## src/rtl/rd_burst_sched_pkg.sv

```systemverilog
// Shared types and helpers for the read-burst scheduler.
package rd_sched_pkg;

    // Scheduler FSM states.
    typedef enum logic [1:0] {
        IDLE  = 2'd0,
        GRANT = 2'd1,
        BURST = 2'd2,
        GAP   = 2'd3
    } state_t;

    // Default widths used when the top is instantiated without overrides.
    localparam int DEF_PTR_W   = 5;
    localparam int DEF_BURST_W = 3;

    // Beats in a burst for a given length field; 0 encodes the maximum,
    // 2**burst_w, so every field value describes a non-empty burst.
    function automatic int unsigned burst_beats(input int unsigned len,
                                                input int unsigned burst_w);
        int unsigned beats;
        beats = len;
        if (len == 0) begin
            beats = 32'd1 << burst_w;
        end
        return beats;
    endfunction

endpackage

```

## src/rtl/rd_burst_sched_rr_pick.sv

```systemverilog
// Combinational round-robin picker: searches req starting just after the
// previous winner and wrapping, returning the first set bit.
module rr_pick #(
    parameter int NREQ  = 4,
    parameter int IDX_W = 2
) (
    input  logic [NREQ-1:0]  req,
    input  logic [IDX_W-1:0] last_gnt,
    output logic [NREQ-1:0]  winner_oh,
    output logic [IDX_W-1:0] winner_idx,
    output logic             any
);

    logic             found;
    logic [IDX_W-1:0] idx;

    // Walk the NREQ positions after last_gnt; the previous winner is checked
    // last so it only wins again when nobody else is asking.
    always_comb begin
        winner_oh  = '0;
        winner_idx = '0;
        found      = 1'b0;
        idx        = '0;
        for (int k = 1; k <= NREQ; k++) begin
            idx = IDX_W'((int'(last_gnt) + k) % NREQ);
            if (!found && req[idx]) begin
                found          = 1'b1;
                winner_idx     = idx;
                winner_oh[idx] = 1'b1;
            end
        end
    end

    assign any = |req;

endmodule

```

## src/rtl/rd_burst_sched.sv

```systemverilog
// Round-robin read-burst scheduler sharing one buffer read pointer between
// NREQ requesters. Each grant runs a fixed-length burst, followed by one dead
// cycle before the next arbitration.
module rd_burst_sched
    import rd_sched_pkg::*;
#(
    parameter int NREQ    = 4,
    parameter int PTR_W   = DEF_PTR_W,
    parameter int BURST_W = DEF_BURST_W
) (
    input  logic               clk,
    input  logic               resetn,
    input  logic               ready,
    input  logic [NREQ-1:0]    req,
    input  logic [BURST_W-1:0] cfg_burst_len,
    output logic [NREQ-1:0]    gnt,
    output logic               rd_en,
    output logic [PTR_W-1:0]   read_pointer,
    output logic               overflow,
    output logic               busy,
    output logic               done
);

    localparam int IDX_W = (NREQ > 1) ? $clog2(NREQ) : 1;
    localparam int CNT_W = BURST_W + 1;

    state_t           state_reg, state_next;
    logic [NREQ-1:0]  gnt_reg;
    logic [IDX_W-1:0] last_gnt_reg;
    logic [CNT_W-1:0] len_reg;
    logic [CNT_W-1:0] beat_cnt_reg;
    logic [PTR_W-1:0] ptr_reg;

    logic [NREQ-1:0]  pick_oh;
    logic [IDX_W-1:0] pick_idx;
    logic             pick_any;

    logic             granted_req;
    logic             last_beat;
    logic             beat;
    logic             burst_end;

    rr_pick #(
        .NREQ  (NREQ),
        .IDX_W (IDX_W)
    ) u_pick (
        .req        (req),
        .last_gnt   (last_gnt_reg),
        .winner_oh  (pick_oh),
        .winner_idx (pick_idx),
        .any        (pick_any)
    );

    // The owner still holding its request is what makes a BURST cycle a beat;
    // other requesters' lines are masked off by the registered grant.
    assign granted_req = |(req & gnt_reg);
    assign last_beat   = (beat_cnt_reg == (len_reg - CNT_W'(1)));

    // Next-state and per-cycle strobes; a dropped request ends the burst
    // without consuming a pointer address.
    always_comb begin
        state_next = state_reg;
        beat       = 1'b0;
        burst_end  = 1'b0;
        case (state_reg)
            IDLE: begin
                if (ready && pick_any) begin
                    state_next = GRANT;
                end
            end
            GRANT: begin
                state_next = BURST;
            end
            BURST: begin
                if (!granted_req) begin
                    burst_end  = 1'b1;
                    state_next = GAP;
                end else begin
                    beat = 1'b1;
                    if (last_beat) begin
                        burst_end  = 1'b1;
                        state_next = GAP;
                    end
                end
            end
            GAP: begin
                state_next = IDLE;
            end
            default: begin
                state_next = IDLE;
            end
        endcase
    end

    // State register.
    always_ff @(posedge clk or negedge resetn) begin
        if (!resetn) begin
            state_reg <= IDLE;
        end else begin
            state_reg <= state_next;
        end
    end

    // Grant, round-robin history and burst length, captured at arbitration.
    // last_gnt resets to the top index so requester 0 is searched first.
    always_ff @(posedge clk or negedge resetn) begin
        if (!resetn) begin
            gnt_reg      <= '0;
            last_gnt_reg <= IDX_W'(NREQ - 1);
            len_reg      <= '0;
        end else begin
            if (state_reg == IDLE && state_next == GRANT) begin
                gnt_reg      <= pick_oh;
                last_gnt_reg <= pick_idx;
                len_reg      <= CNT_W'(burst_beats(int'(cfg_burst_len), BURST_W));
            end else if (state_reg == BURST && state_next == GAP) begin
                gnt_reg <= '0;
            end
        end
    end

    // Beat counter: cleared in GRANT so every burst counts from zero.
    always_ff @(posedge clk or negedge resetn) begin
        if (!resetn) begin
            beat_cnt_reg <= '0;
        end else if (state_reg == GRANT) begin
            beat_cnt_reg <= '0;
        end else if (beat) begin
            beat_cnt_reg <= beat_cnt_reg + CNT_W'(1);
        end
    end

    // Shared read pointer: advances once per beat and wraps naturally; it is
    // deliberately carried across bursts so consecutive bursts read onward.
    always_ff @(posedge clk or negedge resetn) begin
        if (!resetn) begin
            ptr_reg <= '0;
        end else if (beat) begin
            ptr_reg <= ptr_reg + PTR_W'(1);
        end
    end

    assign gnt          = gnt_reg;
    assign rd_en        = beat;
    assign read_pointer = ptr_reg;
    assign overflow     = beat && (&ptr_reg);
    assign done         = burst_end;
    assign busy         = (state_reg != IDLE);

endmodule

```

## config.mk

```make
export PLATFORM = sky130hd
export DESIGN_NAME = rd_burst_sched
export DESIGN_NICKNAME = d
export VERILOG_FILES = /design/src/rtl/rd_burst_sched_pkg.sv /design/src/rtl/rd_burst_sched_rr_pick.sv /design/src/rtl/rd_burst_sched.sv
export SDC_FILE = /design/constraint.sdc
export NUM_CORES = 1
export LEC_CHECK = 0
export ABC_AREA = 1
export BUFFER_PORTS_ARGS = -buffer_cell sky130_fd_sc_hd__clkbuf_2
export CAP_MARGIN = 20
export CORE_MARGIN = 8
export CORE_UTILIZATION = 40
export CTS_CLUSTER_DIAMETER = 80
export DETAILED_ROUTE_END_ITERATION = 6
export PLACE_DENSITY = 0.63
export SLEW_MARGIN = 0
export SYNTH_ARGS = -nofsm -noshare
export SYNTH_HDL_FRONTEND = slang
export SYNTH_SLANG_ARGS = --single-unit
```

## constraint.sdc

```tcl
create_clock -name clk -period 5.5 [get_ports clk]
set_input_delay 0 -clock clk [delete_from_list [all_inputs] [get_ports clk]]
set_output_delay 0 -clock clk [all_outputs]
set_load 0.02 [all_outputs]
```

**Yosys cells after proc, flatten, opt, wreduce, memory -nomap -nowiden**

Index checks and enable logic that the tools add are counted.
Widths: inputs -> output; s select.

- Word-level logic and storage cells: 94
- Register bits after elaboration: 21

- Mux-type cells: 41
- $lt $le $gt $ge: 8
- Reductions and logical operators: 22
- Eq/ne operators: 6
- Bitwise logic cells: 4
- Add/sub/neg operators: 7

Operators with widths:

| kind | count |
|---|---|
| $mux 4 | 9 |
| $mux 1 | 16 |
| $mux 2 | 7 |
| $lt 2x3->1 const B | 4 |
| $or 4x4->4 | 3 |
| $logic_and 1x1->1 | 11 |
| $bmux 1 s2 | 4 |
| $demux 1 s2 | 4 |
| $ge 2x1->1 const B | 4 |
| $pmux 2 s4 | 1 |
| $reduce_or 4->1 | 2 |
| $eq 2x2->1 const B | 3 |
| $reduce_bool 2->1 | 3 |
| $add 5x1->5 const B | 1 |
| $reduce_and 5->1 | 1 |
| $add 2x1->2 const B | 2 |
| $add 2x2->2 const B | 2 |
| $add 4x1->4 const B | 1 |
| $and 4x4->4 | 1 |
| $eq 2x1->1 const B | 2 |
| $eq 4x4->1 | 1 |
| $sub 4x1->4 const B | 1 |
| $logic_not 1->1 | 3 |
| $logic_not 3->1 | 1 |
| $logic_not 2->1 | 1 |

**Logic depth before layout (Yosys ltp)**

Gate-level depths: netlist of the first run.

- Word-level depth: 14
- Depth in mapped cells: 14
- Mapped depth without buffers: 14

**Cells and area by module**

From an unflattened synthesis of the first run, not the netlist that was laid out.

- Cell total of the unflattened synthesis: 233
- Area, all modules: 1702.9 µm²

By module, submodules not included:

| module | cells an instance | area each (µm²) | times used | seq. area each (µm²) |
|---|---|---|---|---|
| rd_burst_sched | 147 | 1174.9 | 1 | 528.0 |
| rr_pick | 86 | 528.0 | 1 | 0.0 |

**Least setup slack after synthesis of the first run**

Ideal clock, no wire load.

- Kind: flip-flop to flip-flop
- Start: register last_gnt_reg[0]
- End: register gnt_reg[3], in the netlist gnt[3]
- Arrival time: 1.833 ns
- Buffers on the path: 1
- Setup time: 0.117 ns
- Clock period less this slack: 1.950 ns
- Setup slack: 3.550 ns
- Stages on the path, launching flop included: 12
- Cell sequence: dfstp_2 buf_6 inv_4 ha_1 inv_1 o211ai_2 nand2_4 nor2_2 a21boi_1 nand3_1 nand3_1 nand2_1

- Word-level cells in the longest chain between the ends: 14
- Elaborated cells between the ends (all ways): 49

RTL lines:

| what | RTL line | RTL |
|---|---|---|
| from (decl) | rd_burst_sched.sv:29 | `logic [IDX_W-1:0] last_gnt_reg;` |
| from (signal assigned) | rd_burst_sched.sv:109 | `last_gnt_reg <= IDX_W'(NREQ - 1);` |
| from (signal assigned) | rd_burst_sched.sv:114 | `last_gnt_reg <= pick_idx;` |
| branches (longest 12 deep; another with $lt 2x3->1) | n/a |  |
| $mux 4 (*) | rd_burst_sched_rr_pick.sv:26 | `if (!found && req[idx]) begin` |
| $mux 4 (*) | rd_burst_sched.sv:112 | `if (state_reg == IDLE && state_next == GRANT) begin` |
| to (signal assigned) | rd_burst_sched.sv:113 | `gnt_reg <= pick_oh;` |
| to (decl) | rd_burst_sched.sv:28 | `logic [NREQ-1:0] gnt_reg;` |

Every way passes the cells marked *. The select of a mux whose other input is x is not followed.
A chain may end at the register's enable or synchronous reset.

**Worst setup path after layout of the first run**

- Start: register last_gnt_reg[1]
- End: register gnt_reg[3], in the netlist gnt[3]

The elaborated chain is that of the path after synthesis.

==> results of run 1 <==
==> stage by stage <==
| step | power (mW) | utilization (%) | setup WS, ps |
|---|---|---|---|
| finish | 1.05 | 47.3 | 3260 |
| global route | 1.16 | 47.3 | 3080 |
| CTS | 1.06 | 47.3 | 3280 |
| detailed placement | 0.947 | 45.2 | 3300 |
| global placement | 0.947 | 45.2 | 3300 |
| floorplan | 0.831 | - | 3550 |
==> final timing paths <==
path                                    to  depth (start not counted)            start  slack [ps]
hold / removal             beat_cnt_reg[1]                          2           resetn         240
setup / recovery                    gnt[3]                         10  last_gnt_reg[1]        3260
max in group asynchronous  last_gnt_reg[0]                          2           resetn        4900
hold reg to reg            read_pointer[3]                          1  read_pointer[3]         500
setup reg to reg                    gnt[3]                         10  last_gnt_reg[1]        3260
min in group clk           last_gnt_reg[1]                          6            ready         240
==> timing repair <==
action,CTS,global route
hold buffers,4,0
endpoints found under the hold margin,22,0
resized for setup,0,0
buffers inserted,0,0
==> synthesized netlist by cell type (3+ instances only) <==
library cell  instances  area, um2
inv_1                18       67.6
nand3_1              25        125
a21oi_1               3       15.0
inv_2                 5       18.8
o21ai_0               3       15.0
dfrtp_1              19        475
nand3_2               5       50.1
nand2_1              69        259
nor2_1               10       37.5
a21boi_1              4       30.0
nor2_2                3       18.8
nand2_2               5       31.3
nand4_1               6       37.5
ha_1                 15        188
==> layout by cell type (no fill, tap or decap), types with 5 or more instances in the layout <==
cell type  count
nand2_1       69
nand3_2        5
nor2_1        10
inv_2          5
nand2_2        5
nand4_1        6
ha_1          15
nand3_1       25
dfrtp_1       19
inv_1         18
clkbuf_2      22
==> final cells by class <==
| class | count | area share, % |
|---|---|---|
| repair buffers | 26 | 7.93 |
| inverters | 26 | 5.35 |
| clock buffers | 3 | 2.18 |
| well taps | 50 | 3.30 |
| clock inverters | 1 | 0.264 |
| flip-flops and latches | 21 | 27.9 |
| multi-input cells | 168 | 53.1 |
==> routing by layer <==
layer  share of wire (%)  GRT usage, %  up-vias  routed length (um)
met1                  51          16.1      659                1780
met4                0.40          3.82        0                  14
met3                 4.8          3.01        2                 167
met2                  44          17.5       36                1540
li1                    -             -      760                   -
met5                   0             0        -                   0
==> report_power, final <==
group / leakage (nW) / switching (mW) / internal (mW)
clock: 0.0255 / 0.0519 / 0.0505
combinational: 0.686 / 0.435 / 0.227
sequential: 0.271 / 0.0703 / 0.214
total: 0.982 / 0.557 / 0.492
==> cells by family after synthesis <==
family          count (synthesis)  share of synthesized area (%)
compound gates                 23                           11.4
fa+ha+maj                      15                           11.2
flops                          21                           31.6
xor+xnor                        3                           1.57
simple gates                  127                           35.9
buf+inv                        29                           8.31
==> impl_metrics.toml, run 1 <==
[synth]
synthDistinctLibCells = 35
syn_nets = 243
ys.flop_type = "dfrtp_1"
synth_edf_count = 0
ys_ff_latch = 21
synth_area_um2 = 1670
async_flop_share_pct = 100
syn_area_per_cell_um2 = 7.67
yosys_warnings = 0
ys_seq_area_share_pct = 31.6
synth_cells = 218

[floorplanning]
die_area_um2 = 6500
core.rowCount = 23
fp.dieW_um = 80.6
initial_core_util_pct = 41.8
core_area_um2 = 4000
die_y_um = 80.6
pin_count = 23

[timing]
hold_viol = 0
period_needed_ps = 2240
fin_worst_skew_ps = 4.54
setup_viol = 0
min_period_over_period_pct = 40.7
whs_ps = 236
maxSlewViolCount = 0
max_freq_mhz = 447
tns_ps = 0
tightest_slew_ps = 924
rsz0062_at_grt = "false"
maxSlewHeadroom_pct = 38.2

[power]
p_per_area_nw_per_um2 = 554
p_leak_nw = 0.982
vdd_ir_drop_max_uv = 325

[global_route]
antenna_found_initial = 0
grt_max_degree = 22
grt_remaining_overflow = 0
grtUsageTotal_pct = 11.8
grt_pass1_wl_um = 6190
grt_pass1_vias = 1370

[detailed_routing]
num_vias = 1457
drt_iter0_drc = 67
drc = 0
viasPerCell = 4.94
drt-wirelength-per-cell_um = 11.9
wl_um = 3500
ant_nets = 0
dr.pass1.iters = 4

[cells_and_area]
largest_register_ffs = 5
layoutNonFillerInstCount = 295
postLayoutCellArea_um2 = 1890
antenna_cells = 0
area_growth_pct = 13.2
fill_cells = 384
final-seq-area_um2 = 528
multi_input_area_um2 = 1000
final_layout_size_suffix_gt1_share_pct = 23.3
layout.nets = 271

[cts]
clk_pin_slew_ps = 80
cts-buffers-inserted = 3
clk_latency_ps = 260
numClockSinks = 21
cts_tree = "done"
clock_path_buffers = 2
h-tree-depth = 1
root_buffer = "clkbuf_8"

[place]
gp_congestion = 0.776
port_buffers = 22
dp_hpwl_um = 2750
dp_cells = 287
placed_area_um2 = 1810

[worst_setup_path]
critPathArrivalTime_ps = 2440
cp_cell_sequence = "inv_1, ha_1, inv_1, nand2_1, o21ai_4, nor2_2, nand3_1, nand3_1, nand3_1, nand2_1"
endpoint_kind = "register"
critPathMaxFanout = 8
crit_type = "register to register"
path_buf_inv = 2
cpLargestDelayFamily = "simple AND/OR/NAND/NOR gates"
cp.required_ps = 5700
critPathSlowestCell = "dfstp_2"
setup.worst_path.start_class = "register"
cp_slowest_stage_delay_ps = 650
path_common_cell = "nand3_1"

[outcome]
status = "complete, no violations"

[job]
maxCapViolCount = 0

[min_path]
hold_class = "primary input to async pin"
(Power assumes the default switching activity.)
==> run 2, diff against run 1 <==
Settings changed: ABC_AREA 1 to 0.
Clock period 5.5 ns to 2.33 ns, I/O delays scaled along.
==> run 2 against run 1 <==
Compared with the run above:
- worst setup slack worse by 3100 ps
- area after synthesis fell by 1.9%
- sequential share of layout area barely moved
==> impl_metrics.toml, run 2 <==
[job]
maxCapViolCount = 0

[place]
dp_hpwl_um = 2870
gp_congestion = 0.858
port_buffers = 22

[timing]
min_period_over_period_pct = 92.5
whs_ps = 242
max_freq_mhz = 464
period_needed_ps = 2160
maxSlewViolCount = 0
rsz0062_at_grt = "false"
setup_viol = 0
maxSlewHeadroom_pct = 63.9
fin_worst_skew_ps = 4.00
hold_viol = 0
tightest_slew_ps = 541
tns_ps = 0

[floorplanning]
initial_core_util_pct = 41.3
pin_count = 23
core.rowCount = 23
fp.dieW_um = 80.0
die_y_um = 80.0
core_area_um2 = 3970
die_area_um2 = 6410

[detailed_routing]
drt-wirelength-per-cell_um = 15.1
num_vias = 1392
dr.pass1.iters = 4
drc = 0
viasPerCell = 5.52
drt_iter0_drc = 71
ant_nets = 0
wl_um = 3810

[worst_setup_path]
path_buf_inv = 1
critPathSlowestCell = "dfstp_2"
cpLargestDelayFamily = "compound AO/OA/AOI/OAI gates"
cp_slowest_stage_delay_ps = 540
critPathArrivalTime_ps = 2290
cp.required_ps = 2460
cp_cell_sequence = "inv_1, ha_2, mux2_2, nand4_1, o21ai_1, a221oi_2, o221ai_1"
setup.worst_path.start_class = "register"
crit_type = "register to register"
critPathMaxFanout = 8
endpoint_kind = "register"

[cts]
h-tree-depth = 1
numClockSinks = 21
clk_pin_slew_ps = 80
clk_latency_ps = 270
cts-buffers-inserted = 3
root_buffer = "clkbuf_8"
clock_path_buffers = 2
cts_tree = "done"

[outcome]
status = "complete, no violations"

[global_route]
grt_pass1_vias = 1428
grt_pass1_wl_um = 6540
grt_max_degree = 22
grt_remaining_overflow = 0
antenna_found_initial = 0
grtUsageTotal_pct = 12.7

[synth]
synth_edf_count = 0
ys_ff_latch = 21
synthTopCellsByArea = "dfrtp_1, ha_1, o21ai_0"
synth.most_common_cell = "dfrtp_1"
yosys_warnings = 0
syn_nets = 202
synth_area_um2 = 1640
ys_top_cells_by_count = "dfrtp_1, ha_1, o21ai_0"
ys.flop_type = "dfrtp_1"
synth_cells = 177
synthDistinctLibCells = 41
async_flop_share_pct = 100
syn_area_per_cell_um2 = 9.27
synth_top_cell_by_area = "dfrtp_1"
ys_seq_area_share_pct = 32.2
yosys.area.top_type_share_pct = 29.0

[power]
p_per_area_nw_per_um2 = 1220
vdd_ir_drop_max_uv = 382
p_leak_nw = 0.881

[cells_and_area]
layout.nets = 228
final_layout_size_suffix_gt1_share_pct = 21.8
antenna_cells = 0
largest_register_ffs = 5
layout_commonest_cell = "clkbuf_2"
fill_cells = 367
area_growth_pct = 15.7
layout_common_cells = "clkbuf_2, dfrtp_1, ha_1"

[min_path]
hold_class = "primary input to async pin"
[run 2: cell count changes after synthesis, sizes merged, moves of 5 or more]
cell | before | now
nand2 | 75 | 11
nand3 | 30 | 3
inv | 24 | 12
buf | 3 | 8
mux2i | 0 | 5
nor2b | 0 | 5
o21ai | 9 | 14
xnor2 | 2 | 7
[run 2: path summary, 6_finish.rpt]
kind	start	to	slack, ps	cells after the start
hold reg to reg	read_pointer[3]	read_pointer[3]	500	1
min in group clk	req[2]	last_gnt_reg[0]	320	4
setup / recovery	last_gnt_reg[1]	gnt[2]	170	7
max in group asynchronous	resetn	state_reg[0]	1700	2
hold / removal	resetn	len_reg[1]	240	2
setup reg to reg	last_gnt_reg[1]	gnt[2]	170	7
[run 2: per-stage QoR]
stage          cells  worst slack [ps]  util [%]  total power [mW]  instance area, um2
2_1_floorplan    177              5.19         -              1.68                1650
3_3_place_gp     243               233      45.0              1.98                1790
3_5_place_dp     243               152      45.0              2.01                1790
4_1_cts          252              80.7      47.5              2.28                1890
5_1_grt          252              13.0      47.8              2.52                1900
6_report         252               174      47.8              2.31                1900
[run 2: where the power goes]
group | total, mW | internal (mW) | switching (mW)
Combinational | 1.42 | 0.591 | 0.826
Sequential | 0.638 | 0.512 | 0.126
Clock | 0.254 | 0.121 | 0.133
Total | 2.31 | 1.22 | 1.09
[run 2: final cells by class]
| class | instances | area, um2 | area share (%) |
|---|---|---|---|
| clock buffer | 3 | 41.3 | 2.18 |
| clock inverter | 1 | 7.51 | 0.396 |
| inverter | 12 | 45.0 | 2.37 |
| multi-input combinational | 133 | 1010 | 53.5 |
| sequential | 21 | 529 | 27.9 |
| tap | 50 | 62.6 | 3.30 |
| timing repair buffer | 32 | 198 | 10.4 |
[run 2: cells by family after synthesis]
family / synth area share, %
AO/OA/AOI/OAI: 18.2
XOR/XNOR: 6.41
adder cells (fa/ha/maj): 11.4
buffers and inverters: 6.64
flip-flops: 32.2
multiplexers: 8.54
AND/OR/NAND/NOR: 16.6
[run 2: per-layer routing]
layer	routed length [um]	track usage (%)
met5	0	0
met4	91	6.73
met3	128	1.46
met2	1910	22.9
met1	1670	14.0
[run 2: timing repair]
item | 4_1_cts | 5_1_grt
gates resized for setup | 0 | 4
endpoints found under the hold margin | 23 | 0
buffers inserted | 0 | 0
hold buffers | 5 | 0
setup endpoints to repair | 0 | 2
==> run 3, diff against run 2 <==
Settings changed: CORE_MARGIN 8 to 2, PLACE_DENSITY 0.63 to default.
==> run 3 against run 2 <==
Compared with the run above:
- clock-buffer cell count up 1
- final cell count down 0.79%
- register-to-register slack lost 40 ps
- wire length shrank 3.7%
- clock power fell by 6%
==> impl_metrics.toml, run 3 (synthesis results as in run 2) <==
[detailed_routing]
wl_um = 3660
drt-wirelength-per-cell_um = 14.7
drt_iter0_drc = 81
dr.pass1.iters = 4
ant_nets = 0
viasPerCell = 5.52
num_vias = 1380
drc = 0

[cts]
h-tree-depth = 1
cts_tree = "done"
clock_path_buffers = 2
clk_pin_slew_ps = 80
numClockSinks = 21
cts_setup_buffers = 0
cts-buffers-inserted = 3
root_buffer = "clkbuf_8"
clk_latency_ps = 260

[worst_setup_path]
path_buf_inv = 1
critPathSlowestCell = "dfstp_2"
crit_type = "register to register"
setup.worst_path.start_class = "register"
cpLargestDelayFamily = "flip-flops"
endpoint_kind = "register"
cp_cell_sequence = "inv_1, ha_2, mux2_2, nand4_1, o21ai_1, a311oi_1, nand3_1"
cp_slowest_stage_delay_ps = 530
cp.required_ps = 2460
critPathArrivalTime_ps = 2320
critPathMaxFanout = 8

[timing]
period_needed_ps = 2190
hold_viol = 0
tns_ps = 0
rsz0062_at_grt = "false"
maxSlewHeadroom_pct = 64.7
tightest_slew_ps = 529
maxSlewViolCount = 0
max_freq_mhz = 456
fin_ws_ps = 137
fin_worst_skew_ps = 5.20
setup_viol = 0
min_period_over_period_pct = 94.1

[cells_and_area]
layout_commonest_cell = "clkbuf_2"
final_layout_size_suffix_gt1_share_pct = 21.0
area_growth_pct = 14.5
layoutNonFillerInstCount = 250
postLayoutCellArea_um2 = 1880
layout_common_cells = "clkbuf_2, dfrtp_1, ha_1"
largest_register_ffs = 5
antenna_cells = 0
layout.nets = 226

[global_route]
gr-max-usage-layer = "met2"
antenna_found_initial = 0
grt_remaining_overflow = 0
grtUsageTotal_pct = 17.7
grt_use_met3_pct = 2.14
grtUsageMet2_pct = 30.0
grt_pass1_vias = 1388
grt_max_degree = 22
grt_pass1_wl_um = 6280
met1_usage_pct = 23.0

[floorplanning]
pin_count = 23
core.rowCount = 23
core_area_um2 = 3970
die_area_um2 = 4630
initial_core_util_pct = 41.3
die_y_um = 68.0
fp.dieW_um = 68.0

[place]
dp_cells = 242
dp_hpwl_um = 2790
placed_area_um2 = 1780
port_buffers = 22
dpl_worst_slack_ps = 130
gp_congestion = 0.920

[power]
p_leak_nw = 0.877
p_per_area_nw_per_um2 = 1220
finalPower_mw = 2.29
vdd_ir_drop_max_uv = 339

[min_path]
hold_class = "primary input to register"

[job]
maxCapViolCount = 0

[outcome]
status = "complete, no violations"
run 3: what timing repair did:
action,in CTS,in global routing
endpoints found under the setup margin,0,3
resized for setup,0,4
hold buffers,4,0
endpoints found under the hold margin,22,0
run 3: per-stage QoR:
step | util [%] | hold WS [ps]
after floorplan | - | -296
after global placement | 44.8 | -1.80
after detailed placement | 44.8 | 4.29
after CTS | 46.9 | 8.66
after global routing | 47.3 | 25.8
final | 47.3 | 22.0
run 3: metal layers:
metal  wire length [um]  vias to the layer above  part of all wire (%)
met5                  0                        -                     0
met3                140                        7                   3.8
met4                 77                        0                   2.1
li1                   -                      687                     -
met1               1630                      656                    45
met2               1810                       30                    49
run 3: worst paths after layout:
kind                                       start         endpoint  slack [ps]  cells after the start
worst min-delay path            cfg_burst_len[1]       len_reg[1]          20                      3
max in group asynchronous                 resetn     state_reg[0]        1700                      2
worst min register to register   read_pointer[3]  read_pointer[3]         490                      1
worst max register to register   last_gnt_reg[1]           gnt[0]         140                      7
worst max-delay path             last_gnt_reg[1]           gnt[0]         140                      7
min in group asynchronous                 resetn       len_reg[3]         250                      2
run 3: power breakdown:
group	switching, mW	leakage (nW)	internal [mW]
combinational	0.824	0.586	0.579
sequential	0.131	0.268	0.512
clock	0.118	0.0228	0.122
total	1.07	0.877	1.21
run 3: cell type report:
cell class	count	area [um2]
well taps	50	62.6
multi-input cells	133	1020
clock buffers	4	45.0
repair buffers	30	180
inverters	12	45.0
flip-flops and latches	21	529
fillers	387	2090
run 3: worst min-delay path, cell delays in order:
cell,delay (ps)
clkbuf_2,100
nand2_1,40
o21ai_0,90
